--- src/rtl/pulse_interval_timer.sv ---
// Measures the clock-cycle interval between a start pulse and a stop pulse and
// holds the result until acknowledged. Define PULSE_INTERVAL_TIMER_TIMEOUT_EN to abandon runs at TIMEOUT.
module pulse_interval_timer #(
  parameter int CNT_W   = 16,
  parameter int TIMEOUT = 50000
) (
  input  logic             i_Clk,
  input  logic             i_Rst_n,
  input  logic             i_Start,
  input  logic             i_Stop,
  input  logic             i_Ack,
  output logic [CNT_W-1:0] o_Count,
  output logic             o_Valid,
  output logic             o_Busy,
  output logic             o_Timeout
);

  typedef enum logic [1:0] {
    IDLE = 2'd0,
    RUN  = 2'd1,
    DONE = 2'd2
  } state_e;

  localparam logic [CNT_W-1:0] CNT_MAX   = '1;
  localparam logic [CNT_W-1:0] TIMEOUT_C = CNT_W'(TIMEOUT);

  // An out-of-range TIMEOUT could never match the counter, so refuse to elaborate.
  if (TIMEOUT < 2 || longint'(TIMEOUT) > longint'(CNT_MAX)) begin : g_bad_timeout
    $error("pulse_interval_timer: TIMEOUT out of range for CNT_W");
  end

  state_e           state_q;
  logic [CNT_W-1:0] cnt_q;
  logic [CNT_W-1:0] count_q;
  logic             valid_q;
  logic             busy_q;
  logic             timeout_q;
  logic [CNT_W-1:0] cnt_inc;

  // The value the counter would take on this edge; it is also the result on a stop.
  always_comb begin
`ifdef PULSE_INTERVAL_TIMER_TIMEOUT_EN
    cnt_inc = cnt_q + CNT_W'(1);
`else
    cnt_inc = (cnt_q == CNT_MAX) ? CNT_MAX : cnt_q + CNT_W'(1);
`endif
  end

  // NOTE: non-blocking assignments keep every register updating from pre-edge values.
  always_ff @(posedge i_Clk or negedge i_Rst_n) begin
    if (!i_Rst_n) begin
      state_q   <= IDLE;
      cnt_q     <= '0;
      count_q   <= '0;
      valid_q   <= 1'b0;
      busy_q    <= 1'b0;
      timeout_q <= 1'b0;
    end else begin
      case (state_q)
        IDLE: begin
          // A stop coincident with the start is meaningless and is dropped.
          if (i_Start) begin
            cnt_q   <= '0;
            busy_q  <= 1'b1;
            state_q <= RUN;
          end
        end
        RUN: begin
          if (i_Stop) begin
            count_q   <= cnt_inc;
            timeout_q <= 1'b0;
            valid_q   <= 1'b1;
            busy_q    <= 1'b0;
            state_q   <= DONE;
`ifdef PULSE_INTERVAL_TIMER_TIMEOUT_EN
          end else if (cnt_inc == TIMEOUT_C) begin
            count_q   <= TIMEOUT_C;
            timeout_q <= 1'b1;
            valid_q   <= 1'b1;
            busy_q    <= 1'b0;
            state_q   <= DONE;
`endif
          end else begin
            cnt_q <= cnt_inc;
          end
        end
        DONE: begin
          // Result is frozen; only the acknowledge moves us on, and a start
          // arriving with it is not a new run.
          if (i_Ack) begin
            valid_q <= 1'b0;
            state_q <= IDLE;
          end
        end
        default: begin
          valid_q <= 1'b0;
          busy_q  <= 1'b0;
          state_q <= IDLE;
        end
      endcase
    end
  end

  assign o_Count   = count_q;
  assign o_Valid   = valid_q;
  assign o_Busy    = busy_q;
  assign o_Timeout = timeout_q;

endmodule

--- config.mk ---
export PLATFORM = sky130hd
export DESIGN_NAME = pulse_interval_timer
export DESIGN_NICKNAME = d
export VERILOG_FILES = /design/src/rtl/pulse_interval_timer.sv
export SDC_FILE = /design/constraint.sdc
export NUM_CORES = 1
export LEC_CHECK = 0
export ABC_AREA = 0
export BUFFER_PORTS_ARGS = -buffer_cell sky130_fd_sc_hd__buf_2
export CORE_MARGIN = 2
export CORE_UTILIZATION = 45
export DETAILED_ROUTE_END_ITERATION = 10
export GPL_TIMING_DRIVEN = 0
export PLACE_DENSITY_LB_ADDON = 0.2
export SYNTH_ARGS = -nofsm -noshare
export SYNTH_HDL_FRONTEND = slang
export SYNTH_SLANG_ARGS = --single-unit
--- constraint.sdc ---
create_clock -name i_Clk -period 2.05 [get_ports i_Clk]
set_input_delay 0.205 -clock i_Clk [delete_from_list [all_inputs] [get_ports i_Clk]]
set_output_delay 0.205 -clock i_Clk [all_outputs]
set_load 0.05 [all_outputs]
Word-level counts from Yosys, hierarchy flattened
Cells that the tools add are included.
{"block": "classes", "addsub": 1, "reduce_logical": 7, "n_eq_ne": 7, "muxes": 14, "n_bitwise": 2}
{"operator": "$mux W16", "n": 3}
{"operator": "$pmux W16 S2", "n": 1}
{"operator": "$add A16 B1 Y16 const B", "n": 1}
{"operator": "$eq A16 B16 Y1 const B", "n": 1}
{"operator": "$reduce_and A3 Y1", "n": 4}
{"operator": "$ne A2 B2 Y1 const B", "n": 4}
{"operator": "$mux W2", "n": 3}
{"operator": "$pmux W1 S3", "n": 2}
{"operator": "$pmux W2 S3", "n": 1}
{"operator": "$mux W1", "n": 4}
{"operator": "$eq A2 B1 Y1 const B", "n": 1}
{"operator": "$eq A2 B2 Y1 const B", "n": 1}
{"operator": "$logic_not A2 Y1", "n": 1}
{"operator": "$not A1 Y1", "n": 2}
{"operator": "$reduce_and A2 Y1", "n": 1}
{"operator": "$reduce_bool A2 Y1", "n": 1}
{"block": "word_totals", "regBits": 36, "inputBits": 5, "wordCells": 36}

Depth between registers and ports, before layout
Gate-level depths: netlist of the first run.
{"block": "depth", "ltp_word": 4, "depth_mapped": 6, "depth_no_buf": 5}

Least setup slack after synthesis of the first run
No wires, ideal clock.
{"block": "synth_timing", "path_type": "reg2reg", "from": "reg cnt_q[0]", "to": "reg cnt_q[14]", "slack_ns": 0.204, "arrival_time_ns": 1.713, "stages_incl_launch_ff": 7, "synth_period_minus_slack_ns": 1.846, "cell_sequence": "dfrtp_1 ha_1 nand3_4 or4_4 buf_6 o41ai_1 a21oi_1"}
{"block": "synth_between", "elab_chain_len": 4}
{"element": "start: declaration", "line": "33", "rtl": "logic [CNT_W-1:0] cnt_q;"}
{"element": "start signal: assignment", "line": "84", "rtl": "cnt_q <= cnt_inc;"}
{"element": "$add A16 B1 Y16 or $eq A16 B16 Y1 (tied branches)", "line": "45", "rtl": "cnt_inc = (cnt_q == CNT_MAX) ? CNT_MAX : cnt_q + CNT_W'(1);"}
{"element": "$mux W16 *", "line": "45"}
{"element": "$mux W16 *", "line": "69", "rtl": "if (i_Stop) begin"}
{"element": "$pmux W16 S2 *", "line": "59", "rtl": "case (state_q)"}
Mark *: on every way between the ends. The rest lies on a longest branch, timed or not. The select of a mux whose other input is x is not followed.
A chain may end at the register's enable or synchronous reset.

Worst setup path in the final report of the first run
Same ends and word-level chain as after synthesis.

==> run metrics, run 1 <==
CP Launch Type=register; peak per-stage delay on the critical path=0.54 ns; Wirelength per Cell=approximately 15 um; # hold bufs at CTS=0; most frequent cells after synthesis=dfrtp_1, nor2_1, nand2_1, o21ai_0, a31oi_1; Comb pwr share=44.2%; final-report setup violation count=0; CP arrival=2.12 ns; CP startpoint=cnt_q[0]; Yosys warnings=0; WS Path Type=reg -> reg; vias in the first global route=1,533; Clk network pwr share=21.0%; #FFs+latches synth=36; DRT Pass-1 Iters=5; antenna diode count=0; layout cells sized above 1=20.08%; FMAX=roughly 0.51 GHz; drt drc=0; worst-case reg-to-reg path depth=6; Fillers=388; # placed instances=284; Die Height=69.59 um; Post-Synthesis Cells=212; clk sink count=36; worst reg2reg endpoint=cnt_q[14]; max-cap violations=0; hpwl dp=3.063 mm; Sw Ratio=46.23%; drt via density=5.643; Mapped Nets=218; number of primary I/O pins=24; Initial DRC Count=96; grt total ovfl=0; top cells by area, synth=dfrtp_1, o21ai_0, a31oi_1, nor2_1, xnor2_1; met2 Resource Use GR=29.70%; CTS buffer count=5; Pleak=0.9270 nW; cell type of the slowest stage on the worst timing path=or4_4; Hold Violations, Final=12; routed vias=about 1,700; die footprint=between 4000 and 5000 sq um; initial antenna violation count=0; Pint=1.598 mW; Die X-Extent=69.59 um; CP Buf/Inv Count=1; setup slack, reg-to-reg=0.1 ns; Synth Cell Area=1936 sq um; Seq pwr share=34.8%; Tightest Hold Check Type=in -> async; final cell count without fillers=294; area delta synth->final=16.48%; count leader, synth=dfrtp_1; Hold Slack=-0.004545 ns; WP depth=6; part of the Yosys area used for sequential elements=between 40% and 50%; status=finished, violations left; Max Slew Vio Count=0; Critical Path RT=2.22 ns; drt total wl=4.421 mm; H-Tree Depth=2; clk_lat worst skew=between 0.2 and 0.3 ns; cell family with most CP delay=simple AND/OR/NAND/NOR gates; number of antenna-violating nets in the routed design=0; RR Startpoint=cnt_q[0]; global route hottest layer=met2; largest area contributor in the netlist=dfrtp_1; share of the synthesized area in the top cell type=46.54%; Period minus WS final=just under 2 ns; largest net degree at the start of global routing=37; RSZ-0062 raised after global routing=no; area of the multi-input gates=948.4 sq um; asr flop ratio synth=100.0%; violated checks=negative hold slack; Initial Utilization=47.70%; Setup crit end kind=register; worst setup path end=cnt_q[14]; Total GRT Usage=18.97%; average cell area after synthesis=9.130 sq um; peak supply drop=523.1 uV; nets=249; Power Density=1318 nW/um^2; Reg area=900.9 sq um; post-layout util=55.57%; Placeable Area=4058 sq um; row count=23; met3 GRT Util=4.360%; library cells used by synthesis=45; Top FF cell, synth=dfrtp_1; CTS root buffer=clkbuf_8; EDFF count, synth=0; Max Buffers Root-to-Sink=2; met1 Usage GRT=26.72%; Tcrit/Tclk final=approximately 95%; skew final=0.004168 ns; relative slew slack=42.80%; first-pass GRT wire length=7.452 mm; Clock transition at path regs=0.07 ns; CTS tree=built; actual slew at the worst max-slew pin=0.8561 ns; GPL Wtd Cong=0.8241; Port Buffer Count=22; CP cell instances=ha_4, nand3_4, or4_4, buf_6, o41ai_1, a21oi_1; Critical Path Fanout Max=9; NetSw=1.374 mW
[worst register-to-register path, cell delays in order (launching register included)]
cell	delay (ns)
dfrtp_1	0.43
ha_4	0.20
nand3_4	0.12
or4_4	0.54
buf_6	0.15
o41ai_1	0.27
a21oi_1	0.12
[power groups by stage]
| stage | clock [mW] | combinational (mW) | sequential, mW |
|---|---|---|---|
| after floorplan | 0 | 0.445 | 1.59 |
| after global placement | 0 | 1.30 | 1.04 |
| after detailed placement | 0 | 1.31 | 1.05 |
| after CTS | 0.634 | 1.32 | 1.03 |
| after global routing | 0.659 | 1.42 | 1.06 |
| final | 0.624 | 1.31 | 1.03 |
[worst min path at each step]
stage | cells past startpoint | slack [ns] | end
final | 1 | -0.005 | o_Count[14]
after global routing | 1 | 0.07 | o_Count[14]
after CTS | 1 | 0.04 | cnt_q[15]
after detailed placement | 1 | 0.35 | cnt_q[15]
after global placement | 1 | 0.34 | o_Count[14]
after floorplan | 0 | -0.09 | cnt_q[0]
[layout make-up]
cell class                 count  share of cell area, %
clock buffer                   6                  3.219
clock inverter                 2                  1.554
tap                           50                  2.775
buffer                        18                  3.885
inverter                       6                 0.9989
multi-input combinational    152                  42.06
timing repair buffer          24                  5.549
sequential                    36                  39.96
[logic make-up (layout without fill, tap and decap cells)]
logic type / after synthesis / after routing / synth area share [%]
adder cells (fa/ha/maj): 1 / 1 / 0.6463
AO/OA/AOI/OAI: 68 / 68 / 23.01
buffers and inverters: 24 / 56 / 5.559
flip-flops: 36 / 36 / 46.54
other: 1 / 1 / 0.1937
AND/OR/NAND/NOR: 72 / 72 / 19.52
XOR/XNOR: 10 / 10 / 4.525
[metal layers]
metal / wire length, um / vias to the layer above
li1: - / 834
met1: 2196 / 776
met2: 1993 / 45
met3: 189 / 4
met4: 41 / 0
met5: 0 / -
[placed cells by master, fill, tap and decap left out, types with 2 or more instances in the layout]
cell type and instances:
a21oi_1 9, a22o_1 4, a22oi_1 2, a31oi_1 14, and3_1 2, buf_2 25
buf_4 3, clkbuf_1 9, clkbuf_2 4, clkbuf_8 5, dfrtp_1 36, inv_1 6
nand2_1 18, nand2b_1 3, nand3_1 4, nand4_1 4, nor2_1 19, nor3_1 8
nor4_1 5, o21ai_0 18, o22ai_1 4, o2bb2ai_1 7, xnor2_1 8, xor2_1 2
[per-stage QoR]
| stage | TNS [ns] | area (sq um) | setup slack [ns] | total power, mW |
|---|---|---|---|---|
| 2_1_floorplan | 0 | 1936 | 0.2038 | 2.033 |
| 3_3_place_gp | -1.035 | 2108 | -0.09134 | 2.339 |
| 3_5_place_dp | -1.075 | 2108 | -0.1276 | 2.359 |
| 4_1_cts | 0 | 2227 | 0.03539 | 2.983 |
| 5_1_grt | 0 | 2255 | 0.009101 | 3.137 |
| 6_report | 0 | 2255 | 0.09946 | 2.972 |
[registers in the layout, indices dropped and copies added (netlist names)]
register	count
o_Valid	1
o_Busy	1
state_q	2
cnt_q	16
o_Count	16
[timing repair]
item,4_1_cts,5_1_grt
setup endpoints to repair,18,18
buffers inserted,0,2
gates resized for setup,2,5
cloned,0,0
No activity file was read; power rests on OpenSTA's default activity.
==> run 2, diff against run 1 <==
--- a/config.mk
+++ b/config.mk
@@ -7,8 +7,10 @@
 export LEC_CHECK = 0
 export ABC_AREA = 0
 export BUFFER_PORTS_ARGS = -buffer_cell sky130_fd_sc_hd__buf_2
+export CELL_PAD_IN_SITES_DETAIL_PLACEMENT = 1
+export CELL_PAD_IN_SITES_GLOBAL_PLACEMENT = 1
 export CORE_MARGIN = 2
-export CORE_UTILIZATION = 45
+export CORE_UTILIZATION = 44
 export DETAILED_ROUTE_END_ITERATION = 10
 export GPL_TIMING_DRIVEN = 0
 export PLACE_DENSITY_LB_ADDON = 0.2
==> constraint.sdc (replaced) <==
create_clock -name i_Clk -period 2.1 [get_ports i_Clk]
set_input_delay 0.21 -clock i_Clk [delete_from_list [all_inputs] [get_ports i_Clk]]
set_output_delay 0.21 -clock i_Clk [all_outputs]
set_load 0.05 [all_outputs]
==> run 2 against run 1 <==
- non-clock buffer count decreased by 2
- sequential share of layout area up 0.63 points
- the run now ends clean
- maximum frequency down 1.4%
- die area rose by 2.1%
==> run metrics, run 2 (same netlist as run 1, synthesis figures left out) <==
nets=247 (-0.80%); layout cells sized above 1=19.83% (-0.25 points); peak per-stage delay on the critical path=0.55 ns (about the same); CP Launch Type=register; number of primary I/O pins=24 (unchanged); actual slew at the worst max-slew pin=0.9052 ns (+0.04905 ns); vias in the first global route=1,717 (+12%); CTS buffer count=5 (unchanged); FMAX=0.5057 GHz (-1.4%); skew final=0.006919 ns (+0.002751 ns); first-pass GRT wire length=8.376 mm (+12%); Pleak=0.9130 nW (-1.5%); Wirelength per Cell=16.45 um (+9.4%); DP Worst Slack=-0.1203 ns (+0.007335 ns); WS Path Type=reg -> reg; Power Density=1266 nW/um^2 (-4.0%); initial antenna violation count=0 (unchanged); number of antenna-violating nets in the routed design=0 (unchanged); area delta synth->final=14.67%; row count=24 (+4.3%); Critical Path Fanout Max=9 (unchanged); Clock transition at path regs=0.07 ns (about the same); most common cell after layout, fill and taps aside=dfrtp_1; Total GRT Usage=21.60% (+2.6 points); Period minus WS final=1.978 ns (+0.02707 ns); Initial Utilization=45.08% (-2.6 points); CTS tree=built; clk sink count=36 (unchanged); # hold bufs at CTS=0 (unchanged); Max Buffers Root-to-Sink=2 (unchanged); hpwl dp=3.390 mm (+11%); CTS root buffer=clkbuf_8; grt total ovfl=0 (unchanged); Setup crit end kind=register; Hold Violations, Final=0 (-12); die footprint=4946 sq um (+2.1%); most frequent cells in the layout=dfrtp_1, buf_2, nor2_1, nand2_1, o21ai_0; Die X-Extent=70.33 um (+1.1%); drt via density=5.813 (+3.0%); Placed Area=2111 sq um (+0.12%); GPL Wtd Cong=0.8100 (-1.7%); antenna diode count=0 (unchanged); CP arrival=2.15 ns (+0.03 ns); final setup margin=0.1224 ns (+0.02293 ns); final std cell area, no fill=2220 sq um (-1.6%); peak supply drop=461.1 uV (-12%); CP cell instances=ha_2, nand3_4, or4_4, buf_6, o41ai_1, a21oi_1; cell type of the slowest stage on the worst timing path=or4_4; Critical Path RT=2.28 ns (+0.06 ns); DRT Pass-1 Iters=4 (-1); Tcrit/Tclk final=94.17% (-0.98 points); drt drc=0 (unchanged); status=finished clean; Max Slew Vio Count=0 (unchanged); drt total wl=4.837 mm (+9.4%); clk_lat worst skew=0.29 ns (about the same); Final Power=2.810 mW (-5.4%); routed vias=1,709 (+3.0%); final-report setup violation count=0 (unchanged); Port Buffer Count=22 (unchanged); setup bufs post-CTS=0 (unchanged); Hold Slack=0.005259 ns (+0.009804 ns); Die Height=70.33 um (+1.1%); relative slew slack=39.52% (-3.3 points); largest net degree at the start of global routing=37 (unchanged); Tightest Hold Check Type=in -> async; Placeable Area=4294 sq um (+5.8%); max-cap violations=0 (unchanged); H-Tree Depth=2 (unchanged); Initial DRC Count=83 (-14%)
run 2: cell count changes in the layout (fill, tap and decap cells not counted), sizes merged:
| cell | delta |
|---|---|
| buf | -3 |
| bufinv | -1 |
| clkbuf | +1 |
| clkinv | +1 |
run 2: area by class of cell:
cell class | instances | area, sq um
clock buffer | 6 | 82.58
buffer | 18 | 90.09
fill | 517 | 2074
sequential | 36 | 900.9
inverter | 6 | 22.52
tap | 52 | 65.06
multi-input combinational | 152 | 938.4
clock inverter | 2 | 10.01
timing repair buffer | 22 | 110.1
run 2: routing by layer:
metal	share of wire, %	routed length [um]	vias to the layer above	track usage (%)
met2	47	2260	40	34.80
met5	0	0	-	0
met3	4.1	196	7	3.608
met1	48	2305	836	29.21
met4	1.5	74	0	7.906
li1	-	-	826	-
run 2: report_power, final:
part / switching (mW) / internal, mW
logic: 0.972 / 0.320
clock network: 0.253 / 0.262
registers: 0.120 / 0.884
total: 1.34 / 1.47
run 2: metrics by stage:
step,util (%),setup TNS [ns],std cells
after CTS,51.52,0,294
after floorplan,-,0,212
final,51.69,0,294
after detailed placement,49.16,-1.270,286
after global routing,51.69,-0.0004006,294
after global placement,49.16,-0.4775,286
run 2: repair_timing:
| item | in CTS | in global routing |
|---|---|---|
| gates resized for setup | 1 | 6 |
| setup endpoints to repair | 20 | 21 |
| pin swaps | 0 | 0 |
| cloned | 0 | 0 |
run 2: final timing paths:
| kind | startpoint | slack (ns) | to | cells after the start |
|---|---|---|---|---|
| min reg2reg | o_Count[0] | 0.49 | o_Count[0] | 2 |
| min | i_Rst_n | 0.005 | o_Busy | 1 |
| min in group i_Clk | i_Ack | 0.17 | state_q[1] | 4 |
| max | cnt_q[0] | 0.12 | cnt_q[14] | 6 |
| max in group asynchronous | i_Rst_n | 1.59 | cnt_q[1] | 1 |
| max reg2reg | cnt_q[0] | 0.12 | cnt_q[14] | 6 |
run 2: critical path, delay by kind of cell, from the launching register on:
kind            cells  cell delay, ns
flops               1            0.39
buf+inv             1            0.15
fa+ha+maj           1            0.27
simple gates        2            0.69
compound gates      2            0.35
